## src/rtl/seq_det_pkg.sv

```systemverilog
// Shared types and default sizing for the serial sequence detector.
//   state_e    : controller states
//   SD_*       : default parameter values for seq_det_ctrl / seq_match_core
package seq_det_pkg;

    localparam int SD_MAXLEN = 8;
    localparam int SD_LENW   = 4;
    localparam int SD_CNTW   = 8;
    localparam int SD_TOW    = 16;

    typedef enum logic [1:0] {
        IDLE  = 2'd0,
        ARMED = 2'd1,
        RUN   = 2'd2,
        DONE  = 2'd3
    } state_e;

endpackage

```

## src/rtl/seq_match_core.sv

```systemverilog
// Shift-window match engine.
//   clk, reset : clock, asynchronous active-high reset
//   shift_en   : accept d into the window this cycle
//   clear      : zero window and history (wins over shift_en)
//   d          : serial data bit
//   overlap    : 1 = keep history after a hit, 0 = restart history
//   len        : active pattern length (already clamped to 1..MAXLEN)
//   pattern    : pattern, bit 0 = most recent bit
//   hit        : combinational; the window after this shift matches
module seq_match_core
    import seq_det_pkg::*;
#(
    parameter int MAXLEN = SD_MAXLEN,
    parameter int LENW   = SD_LENW
) (
    input  logic              clk,
    input  logic              reset,
    input  logic              shift_en,
    input  logic              clear,
    input  logic              d,
    input  logic              overlap,
    input  logic [LENW-1:0]   len,
    input  logic [MAXLEN-1:0] pattern,
    output logic              hit
);

    localparam logic [LENW-1:0] MAXLEN_L = LENW'(MAXLEN);

    logic [MAXLEN-1:0] window_q, window_d;
    logic [LENW-1:0]   hist_q, hist_d;
    logic [MAXLEN-1:0] win_shift;
    logic [MAXLEN-1:0] len_mask;
    logic [LENW-1:0]   hist_inc;

    always_comb begin
        win_shift = {window_q[MAXLEN-2:0], d};
        hist_inc  = (hist_q == MAXLEN_L) ? hist_q : hist_q + LENW'(1);

        len_mask = '0;
        for (int i = 0; i < MAXLEN; i++) begin
            len_mask[i] = (LENW'(i) < len);
        end

        // Compare against the post-shift window so the hit lines up with
        // the sample that completes the pattern.
        hit = shift_en
              && (((win_shift ^ pattern) & len_mask) == '0)
              && (hist_inc >= len);

        window_d = window_q;
        hist_d   = hist_q;
        if (clear) begin
            window_d = '0;
            hist_d   = '0;
        end else if (shift_en) begin
            window_d = win_shift;
            hist_d   = (hit && !overlap) ? '0 : hist_inc;
        end
    end

    always_ff @(posedge clk or posedge reset) begin
        if (reset) begin
            window_q <= '0;
            hist_q   <= '0;
        end else begin
            window_q <= window_d;
            hist_q   <= hist_d;
        end
    end

endmodule

```

## src/rtl/seq_det_ctrl.sv

```systemverilog
// Programmable serial sequence-detector controller.
//   clk, reset        : clock, asynchronous active-high reset
//   cfg_valid/ready   : configuration handshake (ready in IDLE and DONE)
//   cfg_pattern/len   : pattern (bit 0 = most recent) and length
//   cfg_overlap       : allow overlapping matches
//   cfg_target        : match count that ends a run (0 = unlimited)
//   cfg_timeout       : match-free cycles that end a run (0 = disabled)
//   start, abort      : begin a run / return to IDLE
//   d, d_valid        : qualified serial stream
//   match             : one-cycle pulse per detected match
//   match_count       : matches in the current/last run
//   busy, done        : running / run finished
//   timed_out         : run finished by inactivity timeout
//
// state | meaning
// IDLE  | unconfigured or aborted; accepts config
// ARMED | configured, waiting for start
// RUN   | shifting qualified bits, counting matches, timing
// DONE  | run finished; holds count, accepts config or rerun
module seq_det_ctrl
    import seq_det_pkg::*;
#(
    parameter int MAXLEN = SD_MAXLEN,
    parameter int LENW   = SD_LENW,
    parameter int CNTW   = SD_CNTW,
    parameter int TOW    = SD_TOW
) (
    input  logic              clk,
    input  logic              reset,
    input  logic              cfg_valid,
    output logic              cfg_ready,
    input  logic [MAXLEN-1:0] cfg_pattern,
    input  logic [LENW-1:0]   cfg_len,
    input  logic              cfg_overlap,
    input  logic [CNTW-1:0]   cfg_target,
    input  logic [TOW-1:0]    cfg_timeout,
    input  logic              start,
    input  logic              abort,
    input  logic              d,
    input  logic              d_valid,
    output logic              match,
    output logic [CNTW-1:0]   match_count,
    output logic              busy,
    output logic              done,
    output logic              timed_out
);

    localparam logic [LENW-1:0] MAXLEN_L = LENW'(MAXLEN);

    state_e            state_q, state_d;
    logic [MAXLEN-1:0] pattern_q, pattern_d;
    logic [LENW-1:0]   len_q, len_d;
    logic              overlap_q, overlap_d;
    logic [CNTW-1:0]   target_q, target_d;
    logic [TOW-1:0]    timeout_q, timeout_d;
    logic [TOW-1:0]    tmr_q, tmr_d;
    logic [CNTW-1:0]   count_q, count_d;
    logic              match_q, match_d;
    logic              done_q, done_d;
    logic              timed_out_q, timed_out_d;

    logic              cfg_take;
    logic              start_take;
    logic              shift_en;
    logic              core_clear;
    logic              hit;
    logic [LENW-1:0]   len_clamped;
    logic [CNTW-1:0]   count_inc;
    logic [TOW-1:0]    tmr_reload;

    assign cfg_ready  = (state_q == IDLE) || (state_q == DONE);
    assign cfg_take   = cfg_valid && cfg_ready;
    assign start_take = start && ((state_q == ARMED) || (state_q == DONE));
    assign shift_en   = (state_q == RUN) && d_valid;
    assign count_inc  = (count_q == '1) ? count_q : count_q + CNTW'(1);

    // Timer is a down-counter: loaded with timeout-1 and expiring at zero,
    // which equals "timeout cycles in RUN without a match".
    assign tmr_reload = timeout_q - TOW'(1);

    always_comb begin
        if (cfg_len == '0) begin
            len_clamped = LENW'(1);
        end else if (cfg_len > MAXLEN_L) begin
            len_clamped = MAXLEN_L;
        end else begin
            len_clamped = cfg_len;
        end
    end

    seq_match_core #(
        .MAXLEN (MAXLEN),
        .LENW   (LENW)
    ) u_core (
        .clk      (clk),
        .reset    (reset),
        .shift_en (shift_en),
        .clear    (core_clear),
        .d        (d),
        .overlap  (overlap_q),
        .len      (len_q),
        .pattern  (pattern_q),
        .hit      (hit)
    );

    always_comb begin
        state_d     = state_q;
        pattern_d   = pattern_q;
        len_d       = len_q;
        overlap_d   = overlap_q;
        target_d    = target_q;
        timeout_d   = timeout_q;
        tmr_d       = tmr_q;
        count_d     = count_q;
        match_d     = 1'b0;
        done_d      = done_q;
        timed_out_d = timed_out_q;
        core_clear  = 1'b0;

        if (abort) begin
            // Any hit completing this cycle is dropped along with the run.
            state_d     = IDLE;
            count_d     = '0;
            tmr_d       = '0;
            done_d      = 1'b0;
            timed_out_d = 1'b0;
            core_clear  = 1'b1;
        end else if (cfg_take) begin
            state_d     = ARMED;
            pattern_d   = cfg_pattern;
            len_d       = len_clamped;
            overlap_d   = cfg_overlap;
            target_d    = cfg_target;
            timeout_d   = cfg_timeout;
            count_d     = '0;
            done_d      = 1'b0;
            timed_out_d = 1'b0;
        end else if (start_take) begin
            state_d     = RUN;
            count_d     = '0;
            tmr_d       = tmr_reload;
            done_d      = 1'b0;
            timed_out_d = 1'b0;
            core_clear  = 1'b1;
        end else if (state_q == RUN) begin
            if (hit) begin
                // A hit on the expiry cycle still counts and restarts the timer.
                match_d = 1'b1;
                count_d = count_inc;
                tmr_d   = tmr_reload;
                if ((target_q != '0) && (count_inc == target_q)) begin
                    state_d = DONE;
                    done_d  = 1'b1;
                end
            end else if ((timeout_q != '0) && (tmr_q == '0)) begin
                state_d     = DONE;
                done_d      = 1'b1;
                timed_out_d = 1'b1;
            end else if (tmr_q != '0) begin
                tmr_d = tmr_q - TOW'(1);
            end
        end
    end

    always_ff @(posedge clk or posedge reset) begin
        if (reset) begin
            state_q     <= IDLE;
            pattern_q   <= '0;
            len_q       <= '0;
            overlap_q   <= 1'b0;
            target_q    <= '0;
            timeout_q   <= '0;
            tmr_q       <= '0;
            count_q     <= '0;
            match_q     <= 1'b0;
            done_q      <= 1'b0;
            timed_out_q <= 1'b0;
        end else begin
            state_q     <= state_d;
            pattern_q   <= pattern_d;
            len_q       <= len_d;
            overlap_q   <= overlap_d;
            target_q    <= target_d;
            timeout_q   <= timeout_d;
            tmr_q       <= tmr_d;
            count_q     <= count_d;
            match_q     <= match_d;
            done_q      <= done_d;
            timed_out_q <= timed_out_d;
        end
    end

    assign match       = match_q;
    assign match_count = count_q;
    assign busy        = (state_q == RUN);
    assign done        = done_q;
    assign timed_out   = timed_out_q;

endmodule

```

## config.mk

```make
export PLATFORM = sky130hd
export DESIGN_NAME = seq_det_ctrl
export DESIGN_NICKNAME = d
export VERILOG_FILES = /design/src/rtl/seq_det_pkg.sv /design/src/rtl/seq_match_core.sv /design/src/rtl/seq_det_ctrl.sv
export SDC_FILE = /design/constraint.sdc
export NUM_CORES = 1
export LEC_CHECK = 0
export BUFFER_PORTS_ARGS = -buffer_cell sky130_fd_sc_hd__buf_2
export CAP_MARGIN = 25
export CORE_MARGIN = 2
export CORE_UTILIZATION = 35
export DETAILED_ROUTE_END_ITERATION = 8
export HOLD_SLACK_MARGIN = 0.12
export PLACE_DENSITY_LB_ADDON = 0.1
export SLEW_MARGIN = 10
export SYNTH_ARGS = -nofsm -noshare
export SYNTH_HDL_FRONTEND = slang
export SYNTH_HIERARCHICAL = 1
export SYNTH_SLANG_ARGS = --single-unit
```

## constraint.sdc

```tcl
create_clock -name clk -period 3.63 [get_ports clk]
set_input_delay 0.363 -clock clk [delete_from_list [all_inputs] [get_ports clk]]
set_output_delay 0.363 -clock clk [all_outputs]
set_load 0.02 [all_outputs]
```

# Word-level counts from Yosys, hierarchy flattened
# Cells that the tools add are included.
# totals
regBits,77
latchBits,0
ram_bits,0
mem_bits_ro,0
input_bits,44
out_inout_bits,13
memories,0
# classes
add_sub_neg,4
n_mul,0
div_mod_pow,0
magnitude_cmp,10
n_eq_ne,10
n_shift,0
n_mux,48
bitwise_logic,3
reduce_logical,30
# op_table
cell,n
$mux W16,7
$mux W8,6
$reduce_bool A16 Y1,2
$sub A16 B1 Y16 const B,2
$mux W4,6
$mux W1,20
$logic_not A16 Y1,1
$lt A3 B4 Y1 const A,4
$reduce_bool A4 Y1,4
$mux W2,7
$mux W7,2
$add A8 B1 Y8 const B,1
$and A8 B8 Y8,1
$eq A8 B8 Y1,1
$eq A8 B8 Y1 const B,1
$logic_and A1 B1 Y1,8
$logic_not A8 Y1,1
$lt A1 B4 Y1 const A,2
$lt A2 B4 Y1 const A,2
$ne A4 B4 Y1 const B,2
$reduce_bool A8 Y1,1
$xor A8 B8 Y8,1
$reduce_and A3 Y1,2
$ne A5 B4 Y1 const B,1
17 further kinds,20

# Logic depth before layout (Yosys ltp)
# Gate-level depths: netlist of the first run.
# depth
word_depth,10
mapped_depth,17
depth_no_buf,15

# By module
# Netlist of the first run, hierarchy kept.
# modules_own_cells
mod,instances,cells_each,area_per_inst_um2,seq_area_each_um2
seq_det_ctrl,1,390,3796.1,1651.6
seq_match_core,1,88,825.8,275.3

# Least setup slack after synthesis of the first run
# No wires, ideal clock.
# synth_path
path_type,register to register
start,reg u_core.hist_q[0]
end,reg tmr_q[10]
setup_ns,0.121
arrival_time_ns,2.922
required_time_ns,3.509
setup_slack_ns,0.587
stages_incl_launch_ff,16
n_path_buf,2
synth_period_minus_slack_ns,3.043
cell_sequence,dfrtp_1 -> inv_1 -> ha_1 -> nand2_1 -> nand3_1 -> o21ai_0 -> ha_1 -> o21a_1 -> o2bb2ai_1 -> nor4_4 -> clkbuf_1 -> and4b_1 -> o21ai_1 -> buf_2 -> o21ai_0 -> a22o_1
# synth_between
elab_chain_cells,9
elab_cells_between_ends,13
cone_classes,add/sub: 1; order compare: 1; eq/ne: 2; mux: 6; reduce/logical: 3
# synth_rtl
item,line,rtl
from (decl),seq_match_core.sv:30,"logic [LENW-1:0] hist_q, hist_d;"
from (signal assigned),seq_match_core.sv:67,hist_q <= hist_d;
$add A4 B1 Y4 / $eq A4 B4 Y1 (equally long branches),seq_match_core.sv:37,hist_inc = (hist_q == MAXLEN_L) ? hist_q : hist_q + LENW'(1);
$mux W4 *,seq_match_core.sv:37,
$ge A4 B4 Y1 *,seq_match_core.sv:48,&& (hist_inc >= len);
$logic_and A1 B1 Y1 *,seq_match_core.sv:48,
named net hit,seq_det_ctrl.sv:66,logic hit;
$mux W16,seq_det_ctrl.sv:146,if (hit) begin
$mux W16,seq_det_ctrl.sv:145,end else if (state_q == RUN) begin
$mux W16,seq_det_ctrl.sv:138,end else if (start_take) begin
$mux W16,seq_det_ctrl.sv:128,end else if (cfg_take) begin
$mux W16,seq_det_ctrl.sv:120,if (abort) begin
to (signal assigned),seq_det_ctrl.sv:185,tmr_q <= tmr_d;
to (decl),seq_det_ctrl.sv:56,"logic [TOW-1:0] tmr_q, tmr_d;"
# The timed path passes the listed nets; every way through them passes the cells marked *. The select of a mux whose other input is x is not followed.
# A chain may end at the register's enable or synchronous reset.

# Worst setup path in the final report of the first run
# layout_path
start,reg u_core.hist_q[0]
end,reg state_q[0]
# layout_between
elab_chain_cells,9
elab_cells_between_ends,13
cone_classes,add/sub: 1; order compare: 1; eq/ne: 2; mux: 6; reduce/logical: 3
# layout_rtl
item,line,rtl
$add A4 B1 Y4 / $eq A4 B4 Y1 (equally long branches),seq_match_core.sv:37,
$mux W4 *,seq_match_core.sv:37,
$ge A4 B4 Y1 *,seq_match_core.sv:48,
$logic_and A1 B1 Y1 *,seq_match_core.sv:48,
named net hit,seq_det_ctrl.sv:66,
$mux W2,seq_det_ctrl.sv:146,
$mux W2,seq_det_ctrl.sv:145,
$mux W2,seq_det_ctrl.sv:138,
$mux W2,seq_det_ctrl.sv:128,
$mux W2,seq_det_ctrl.sv:120,
to (signal assigned),seq_det_ctrl.sv:179,state_q <= state_d;
to (decl),seq_det_ctrl.sv:50,"state_e state_q, state_d;"
# Marks and branches as above.

==> Implementation_results.wiki, run 1 <==
{| class="wikitable"
! Metric !! Value
|-
| Number of warnings issued by yosys || 6
|-
| Longest Clk Path Bufs || 2
|-
| Synth Net Count || around 540
|-
| Cell types with the highest counts after synthesis || sky130_fd_sc_hd__dfrtp_1 (77), sky130_fd_sc_hd__nor2_1 (40), sky130_fd_sc_hd__mux2_2 (34), sky130_fd_sc_hd__o21ai_0 (33), sky130_fd_sc_hd__nand2_1 (28)
|-
| Pwr/cell area || approximately 700 nW/µm²
|-
| Clock tree from TritonCTS || built
|-
| Startpoint of the lowest-slack register-to-register path || u_core/hist_q[0]
|-
| Number of global-route vias before repair || around 3.7k
|-
| DRC || 0
|-
| Average cell area after synthesis || ~9.7 µm²
|-
| DRT antenna net count || 0
|-
| Number of synthesized register bits || 77
|-
| Run status || finished, final reports clean
|-
| CP endpoint kind || flip-flop
|-
| CP Launch Point || u_core/hist_q[0]
|-
| Proportion of register bits with asynchronous set or reset after synthesis || 1.000
|-
| CP endpoint || state_q[0]
|-
| Transition time of the tightest slew-check pin || 0.5477 ns
|-
| Total half-perimeter wirelength after legalization and detailed placement || 8185 µm
|-
| Via density per instance || around 5.3
|-
| Master cell of the clock root buffer || sky130_fd_sc_hd__clkbuf_16
|-
| Sinks on Clock Net || 77
|-
| IO Count || 57
|-
| Top cells by area in the synthesized netlist || sky130_fd_sc_hd__dfrtp_1 (42%), sky130_fd_sc_hd__mux2_2 (8.3%), sky130_fd_sc_hd__ha_1 (3.8%), sky130_fd_sc_hd__xor2_1 (3.6%), sky130_fd_sc_hd__o21ai_0 (3.6%)
|-
| Post-cts sizing count || 0
|-
| Overall die area || about 14000 µm²
|-
| Largest net degree at the start of global routing || 41
|-
| Diode insertion count for antenna repair || 0
|-
| Chip Height || between 100 and 150 µm
|-
| RSZ-0062 raised after global routing || no
|-
| DRT iter0 DRCs || 240
|-
| Total negative slack || 0 ns
|-
| Library cell appearing most often on the critical path || sky130_fd_sc_hd__ha_1
|-
| H-tree level count || 3
|-
| Placed cell areas || 5072 µm²
|-
| Max-cap violations || 0
|-
| Inserted Clock Buffers || 9
|-
| Static Leak || 0.002368 µW
|-
| EDFF count, synth || 0
|-
| GRT Overall Usage || 0.1661
|-
| Crit Reg-Reg Endpoint || state_q[0]
|-
| Proportion of netlist area held by the largest area contributor || 0.4169
|-
| Number of antenna violations at the first check in global routing || 0
|-
| Post-synthesis cell area || between 4000 and 5000 µm²
|-
| Overall Power || ~3700 µW
|-
| Finish-stage setup viols || 0
|-
| Number of cells on the worst reg-to-reg path || 14
|-
| Largest area contributor in the netlist || sky130_fd_sc_hd__dfrtp_1
|-
| Growth of design area from synthesis to finish || 17.46%
|-
| Worst hold-check path type || in2reg
|-
| Post-layout net count || 587
|-
| Max FO, Critical Path || 9
|-
| Horizontal die dimension || between 100 and 150 µm
|-
| Avg WL per Cell || about 16 µm
|-
| Worst setup SP type || flip-flop
|-
| Crit path cell chain || inv_1, ha_1, nand2_1, nand3_1, o21ai_0, ha_1, o21a_1, o2bb2ai_1, nor4_4, a21boi_0, o2111ai_1, a2111oi_0, and4_1, o31a_2
|-
| Setup clock skew after layout || roughly 0.0048 ns
|-
| Worst voltage drop across the vdd grid || 0.3442 mV
|-
| Total routed wirelength || about 11000 µm
|-
| Number of hold violations in the final report || 0
|-
| Number of max-slew violations in the final report || 0
|-
| Final critical path time including I/O delays and setup || about 3.2 ns
|-
| Leading register cell type out of synthesis || sky130_fd_sc_hd__dfrtp_1
|-
| Slowest cell on crit path || sky130_fd_sc_hd__nor4_4
|-
| Starting density of the core || 0.3618
|-
| Max Clock Freq || 0.3134 GHz
|-
| Arr. time, crit path || 3.47 ns
|-
| Setup slack of the worst register-to-register path || ~0.44 ns
|-
| Final std cell area, no fill || 5429 µm²
|-
| Yosys cell types || 63
|-
| Global-route wire length before repair || roughly 19000 µm
|-
| Filler Cells Inserted || around 1.3k
|-
| Slew margin rel. || 0.6320
|-
| Detailed-router iteration count before antenna repair || 4
|-
| Area inside the core boundary || between 10000 and 15000 µm²
|-
| Via total after detailed routing || 3708
|-
| Clock-pin slew on the worst setup and hold paths || about 0.06 ns
|-
| Seq/Total Area, Yosys || 0.4169
|-
| CP Data Required Time || a little under 4 ns
|-
| Clock Latency Late Sink || 0.34 ns
|-
| Remaining global-route overflow || 0
|-
| Classification of the worst setup path || reg2reg
|-
| Port Buffers || 56
|-
| Tcrit/Tclk final || 0.8789
|-
| Routability Congestion || roughly 0.85
|-
| Top-count cell post-synth || sky130_fd_sc_hd__dfrtp_1
|-
| Share of cells above drive strength 1 || 0.2378
|-
| Rows || between 40 and 50
|-
| Syn Inst Count || approximately 480
|-
| Max stage delay on crit path || about 0.44 ns
|}
==> power by group <==
part           total (µW)  internal [µW]  switching [µW]
clock network         980            637             343
logic                1310            634             680
registers            1450           1130             326
==> worst min path at each step <==
stage / startpoint / to / slack, ns / depth (start not counted)
final: cfg_len[3] / len_q[0] / 0.23 / 2
after detailed placement: reset / u_core/window_q[1] / 0.40 / 2
after CTS: cfg_len[3] / len_q[0] / 0.21 / 2
after global placement: reset / u_core/window_q[1] / 0.40 / 2
after floorplan: reset / u_core/hist_q[0] / 0.22 / 1
after global routing: cfg_target[2] / target_q[2] / 0.24 / 2
==> cells in the final DEF (no fill, tap or decap), types with 4 or more instances in the layout <==
master | Yosys | final
sky130_fd_sc_hd__a21oi_1 | 18 | 18
sky130_fd_sc_hd__a22o_1 | 6 | 6
sky130_fd_sc_hd__a31oi_1 | 6 | 6
sky130_fd_sc_hd__and3_1 | 6 | 6
sky130_fd_sc_hd__buf_2 | 3 | 56
sky130_fd_sc_hd__buf_4 | 0 | 7
sky130_fd_sc_hd__clkbuf_16 | 0 | 9
sky130_fd_sc_hd__dfrtp_1 | 77 | 77
sky130_fd_sc_hd__ha_1 | 14 | 14
sky130_fd_sc_hd__inv_1 | 21 | 20
sky130_fd_sc_hd__mux2_2 | 34 | 34
sky130_fd_sc_hd__mux2i_1 | 8 | 8
sky130_fd_sc_hd__nand2_1 | 28 | 28
sky130_fd_sc_hd__nand2b_1 | 4 | 4
sky130_fd_sc_hd__nand3_1 | 16 | 16
sky130_fd_sc_hd__nand3b_1 | 5 | 5
sky130_fd_sc_hd__nor2_1 | 40 | 40
sky130_fd_sc_hd__nor3_1 | 20 | 20
sky130_fd_sc_hd__nor4_1 | 4 | 4
sky130_fd_sc_hd__o21a_1 | 5 | 5
sky130_fd_sc_hd__o21ai_0 | 33 | 33
sky130_fd_sc_hd__o22ai_1 | 4 | 4
sky130_fd_sc_hd__or3_1 | 5 | 5
sky130_fd_sc_hd__xnor2_1 | 17 | 17
sky130_fd_sc_hd__xor2_1 | 19 | 19
==> critical path, delay by kind of cell (launching register included) <==
kind / cells / cell delay, ns
AOI/OAI and AO/OA: 7 / 1.19
and+or+nand+nor: 4 / 0.92
adders and majority gates: 2 / 0.47
DFF: 1 / 0.41
buffers and inverters: 1 / 0.14
==> cell type report <==
cell class	instances	area, µm²	area share
multi-input combinational	355	2519	0.4639
sequential	77	1927	0.3549
timing repair buffer	65	362.8	0.06684
clock buffer	12	256.5	0.04725
tap	172	215.2	0.03964
inverter	21	78.83	0.01452
clock inverter	4	70.07	0.01291
==> cells by family after synthesis <==
family / share of synthesized area
buffers and inverters: 0.03817
multiplexers: 0.1002
adder cells (fa/ha/maj): 0.03790
XOR/XNOR: 0.06822
AO/OA/AOI/OAI: 0.1511
flip-flops: 0.4169
AND/OR/NAND/NOR: 0.1876
==> metal layers <==
metal / up-vias / track usage / part of all wire
li1: 1828 / - / -
met1: 1791 / 0.2129 / 0.45
met2: 77 / 0.2723 / 0.49
met5: - / 0 / 0
met3: 12 / 0.04646 / 0.044
met4: 0 / 0.05060 / 0.016
==> repair_timing <==
| action | CTS | global route |
|---|---|---|
| hold endpoints to repair | 11 | 0 |
| hold buffers | 1 | 0 |
| buffers inserted | 0 | 0 |
==> metrics by stage <==
| stage | utilization | instances | setup slack, ns | hold slack, ns |
|---|---|---|---|---|
| after floorplan | - | 478 | 0.5869 | 0.2154 |
| after global placement | 0.3971 | 688 | 0.5378 | 0.3968 |
| after detailed placement | 0.3971 | 688 | 0.4330 | 0.4011 |
| after CTS | 0.4235 | 705 | 0.3968 | 0.2123 |
| after global routing | 0.4250 | 706 | 0.08360 | 0.2394 |
| final | 0.4250 | 706 | 0.4394 | 0.2296 |
==> flip-flops by register name, indices dropped and copies added (netlist names), 2 cells and up <==
name / count
u_core/hist_q: 4
pattern_q: 8
state_q: 2
target_q: 8
tmr_q: 16
u_core/window_q: 7
timeout_q: 16
len_q: 4
match_count: 8
Power figures use the tool's default switching activity.
==> inputs of run 2 (changes only) <==
ABC_AREA = 1   (was not set)
SYNTH_HIERARCHICAL = not set   (was 1)
==> Implementation_results.wiki, run 2 <==
{| class="wikitable"
! Metric !! Value
|-
| Starting density of the core || 0.3542 (was 0.3618)
|-
| EDFF count, synth || 0 (unchanged)
|-
| DRC || 0 (unchanged)
|-
| IO Count || 57 (unchanged)
|-
| Max FO, Critical Path || 16 (was 9)
|-
| Tcrit/Tclk final || 0.7570 (was 0.8789)
|-
| Number of synthesized register bits || 77 (unchanged)
|-
| Seq/Total Area, Yosys || 0.4141 (was 0.4169)
|-
| Top Registers || timeout_q x16, tmr_q x16 (unchanged)
|-
| Clock-pin slew on the worst setup and hold paths || 0.06 ns (about the same)
|-
| Rows || 42 (was 41)
|-
| Worst voltage drop across the vdd grid || 0.2166 mV (was 0.3442 mV)
|-
| Post-CTS Setup Repair Bufs || 0 (unchanged)
|-
| Area inside the core boundary || 13140 µm² (was 12770 µm²)
|-
| Proportion of register bits with asynchronous set or reset after synthesis || 1.000 (unchanged)
|-
| Remaining global-route overflow || 0 (unchanged)
|-
| Max Clock Freq || 0.3639 GHz (was 0.3134 GHz)
|-
| Leading register cell type out of synthesis || sky130_fd_sc_hd__dfrtp_1 (unchanged)
|-
| RSZ-0062 raised after global routing || no (unchanged)
|-
| Number of warnings issued by yosys || 0 (was 6)
|-
| Synth Net Count || 688 (was 536)
|-
| Largest net degree at the start of global routing || 49 (was 41)
|-
| Share of cells above drive strength 1 || 0.1435 (was 0.2378)
|-
| Classification of the worst setup path || reg2reg (unchanged)
|-
| Via total after detailed routing || 4197 (was 3708)
|-
| Worst setup SP type || flip-flop (unchanged)
|-
| Max-cap violations || 0 (unchanged)
|-
| Inserted Clock Buffers || 9 (unchanged)
|-
| Finish-stage setup viols || 0 (unchanged)
|-
| Run status || finished, final reports clean (unchanged)
|-
| CP endpoint kind || flip-flop (unchanged)
|-
| Hold-fix buffers, CTS || 0 (was 1)
|-
| Global routing usage on met2 || 0.2769 (was 0.2723)
|-
| Post-route worst hold slack || 0.1038 ns (was 0.2296 ns)
|-
| Total routed wirelength || 11940 µm (was 11320 µm)
|-
| Syn Inst Count || 632 (was 478)
|-
| Number of antenna violations at the first check in global routing || 0 (unchanged)
|-
| Port Buffers || 56 (unchanged)
|-
| Number of hold violations in the final report || 0 (unchanged)
|-
| Master cell of the clock root buffer || sky130_fd_sc_hd__clkbuf_16 (unchanged)
|-
| Total negative slack || 0 ns (unchanged)
|-
| Post-cts sizing count || 0 (unchanged)
|-
| Largest area contributor in the netlist || sky130_fd_sc_hd__dfrtp_1 (unchanged)
|-
| CP Data Required Time || 3.92 ns (was 3.91 ns)
|-
| Static Leak || 0.002781 µW (was 0.002368 µW)
|-
| Overall Power || 4048 µW (was 3746 µW)
|-
| Longest Clk Path Bufs || 2 (unchanged)
|-
| Post-layout net count || 743 (was 587)
|-
| Total buffers and inverters traversed by the critical path || 2 (was 1)
|-
| Setup clock skew after layout || 0.007382 ns (was 0.004756 ns)
|-
| DRT iter0 DRCs || 196 (was 240)
|-
| Slowest cell on crit path || sky130_fd_sc_hd__nor2_2 (was sky130_fd_sc_hd__nor4_4)
|-
| Final core area utilization || 0.4112 (was 0.4250)
|-
| Filler Cells Inserted || 1402 (was 1258)
|-
| Final critical path time including I/O delays and setup || 2.748 ns (was 3.191 ns)
|-
| DRT antenna net count || 0 (unchanged)
|-
| H-tree level count || 3 (unchanged)
|-
| Avg WL per Cell || 13.79 µm (was 16.03 µm)
|-
| Diode insertion count for antenna repair || 0 (unchanged)
|-
| Top-count cell post-synth || sky130_fd_sc_hd__nand2_1 (was sky130_fd_sc_hd__dfrtp_1)
|-
| Commonest cells after routing, fill and taps aside || sky130_fd_sc_hd__nand2_1 (203), sky130_fd_sc_hd__dfrtp_1 (77), sky130_fd_sc_hd__inv_1 (60) (was sky130_fd_sc_hd__dfrtp_1 (77), sky130_fd_sc_hd__buf_2 (56), sky130_fd_sc_hd__nor2_1 (40))
|-
| Routability Congestion || 0.8312 (was 0.8480)
|-
| Via density per instance || 4.846 (was 5.252)
|-
| Horizontal die dimension || 119.3 µm (was 118.9 µm)
|-
| Number of max-slew violations in the final report || 0 (unchanged)
|-
| Library cell appearing most often on the critical path || sky130_fd_sc_hd__nand2_1 (was sky130_fd_sc_hd__ha_1)
|-
| Chip Height || 119.3 µm (was 118.9 µm)
|-
| Pwr/cell area || 749.3 nW/µm² (was 690.0 nW/µm²)
|-
| GRT Overall Usage || 0.1822 (was 0.1661)
|-
| Number of global-route vias before repair || 4076 (was 3706)
|-
| Detailed-router iteration count before antenna repair || 5 (was 4)
|-
| Top cells by area in the synthesized netlist || sky130_fd_sc_hd__dfrtp_1 (41%), sky130_fd_sc_hd__nand2_1 (16%), sky130_fd_sc_hd__nand3_1 (5.7%), sky130_fd_sc_hd__xor2_1 (5.5%), sky130_fd_sc_hd__inv_1 (4.9%) (was sky130_fd_sc_hd__dfrtp_1 (42%), sky130_fd_sc_hd__mux2_2 (8.3%), sky130_fd_sc_hd__ha_1 (3.8%), sky130_fd_sc_hd__xor2_1 (3.6%), sky130_fd_sc_hd__o21ai_0 (3.6%))
|-
| Leading cell type in the layout, fill and taps excluded || sky130_fd_sc_hd__nand2_1 (was sky130_fd_sc_hd__dfrtp_1)
|-
| Sinks on Clock Net || 77 (unchanged)
|-
| Yosys cell types || 34 (was 63)
|-
| Overall die area || 14230 µm² (was 14140 µm²)
|-
| Global-route wire length before repair || 20470 µm (was 18600 µm)
|-
| Slew margin rel. || 0.5057 (was 0.6320)
|-
| Crit path cell chain || inv_1, ha_1, nand2_1, o21ai_0, inv_1, ha_1, nand4_1, nand3_1, nand3_2, nand2_1, nand2_2, nor2_2, nand3_1, nand2_1 (was inv_1, ha_1, nand2_1, nand3_1, o21ai_0, ha_1, o21a_1, o2bb2ai_1, nor4_4, a21boi_0, o2111ai_1, a2111oi_0, and4_1, o31a_2)
|-
| Top Family by Delay on Critical Path || simple AND/OR/NAND/NOR gates (was compound AO/OA/AOI/OAI gates)
|-
| Peak-usage layer in the global routing report || met2 (unchanged)
|-
| Arr. time, crit path || 3.04 ns (was 3.47 ns)
|-
| Post-synthesis cell area || 4653 µm² (was 4622 µm²)
|-
| Clock Latency Late Sink || 0.35 ns (was 0.34 ns)
|-
| Cell types with the highest counts after synthesis || sky130_fd_sc_hd__nand2_1 (203), sky130_fd_sc_hd__dfrtp_1 (77), sky130_fd_sc_hd__inv_1 (61), sky130_fd_sc_hd__nand3_1 (53), sky130_fd_sc_hd__nor2_1 (52) (was sky130_fd_sc_hd__dfrtp_1 (77), sky130_fd_sc_hd__nor2_1 (40), sky130_fd_sc_hd__mux2_2 (34), sky130_fd_sc_hd__o21ai_0 (33), sky130_fd_sc_hd__nand2_1 (28))
|-
| Clock tree from TritonCTS || built (unchanged)
|-
| Transition time of the tightest slew-check pin || 0.7406 ns (was 0.5477 ns)
|-
| Met1 GRT Util || 0.2579 (was 0.2129)
|-
| Worst hold-check path type || in2async (was in2reg)
|-
| Routing usage on met3 || 0.02874 (was 0.04646)
|-
| Growth of design area from synthesis to finish || 16.11% (was 17.46%)
|-
| Max stage delay on crit path || 0.53 ns (was 0.44 ns)
|-
| Total half-perimeter wirelength after legalization and detailed placement || 8949 µm (was 8185 µm)
|-
| Average cell area after synthesis || 7.363 µm² (was 9.669 µm²)
|-
| Proportion of netlist area held by the largest area contributor || 0.4141 (was 0.4169)
|}
-- run 2: kinds of logic (layout without fill, tap and decap cells) --
family / count (synthesis) / count (layout) / synth area share
xor+xnor: 36 / 36 / 0.06776
buf+inv: 82 / 140 / 0.07394
fa+ha+maj: 12 / 12 / 0.03227
simple gates: 350 / 350 / 0.3235
flops: 77 / 77 / 0.4141
compound gates: 75 / 75 / 0.08847
-- run 2: power breakdown --
group | total, µW | internal [µW] | switching, µW
clock | 928 | 581 | 347
sequential | 1430 | 1140 | 284
combinational | 1690 | 626 | 1070
-- run 2: metrics by stage --
stage	setup slack (ns)	instances	cell area [µm²]
finish	0.8820	866	5403
detailed placement	0.8479	852	5102
CTS	0.8392	866	5403
global route	0.5563	866	5403
global placement	0.8802	852	5102
floorplan	1.300	632	4653
-- run 2: routing by layer --
metal	share of wire	vias up
met5	0	-
met4	0.019	0
met3	0.028	14
met2	0.44	75
met1	0.51	1968
li1	-	2140
-- run 2: worst paths after layout --
kind / start / to / cells past startpoint / slack [ns]
max: u_core.hist_q[0] / tmr_q[11] / 14 / 0.88
min: reset / overlap_q / 2 / 0.10
max reg2reg: u_core.hist_q[0] / tmr_q[11] / 14 / 0.88
min reg2reg: timed_out / timed_out / 2 / 0.49
max in group asynchronous: reset / target_q[3] / 3 / 2.72
min in group clk: cfg_pattern[7] / pattern_q[7] / 3 / 0.22
-- run 2: layout make-up --
class / instances / area (µm²) / area share
Inverter: 64 / 240.2 / 0.04446
Tap cell: 176 / 220.2 / 0.04076
Timing Repair Buffer: 62 / 325.3 / 0.06021
Clock inverter: 1 / 30.03 / 0.005558
Sequential cell: 77 / 1927 / 0.3566
Multi-Input combinational cell: 473 / 2390 / 0.4423
Clock buffer: 13 / 270.3 / 0.05002
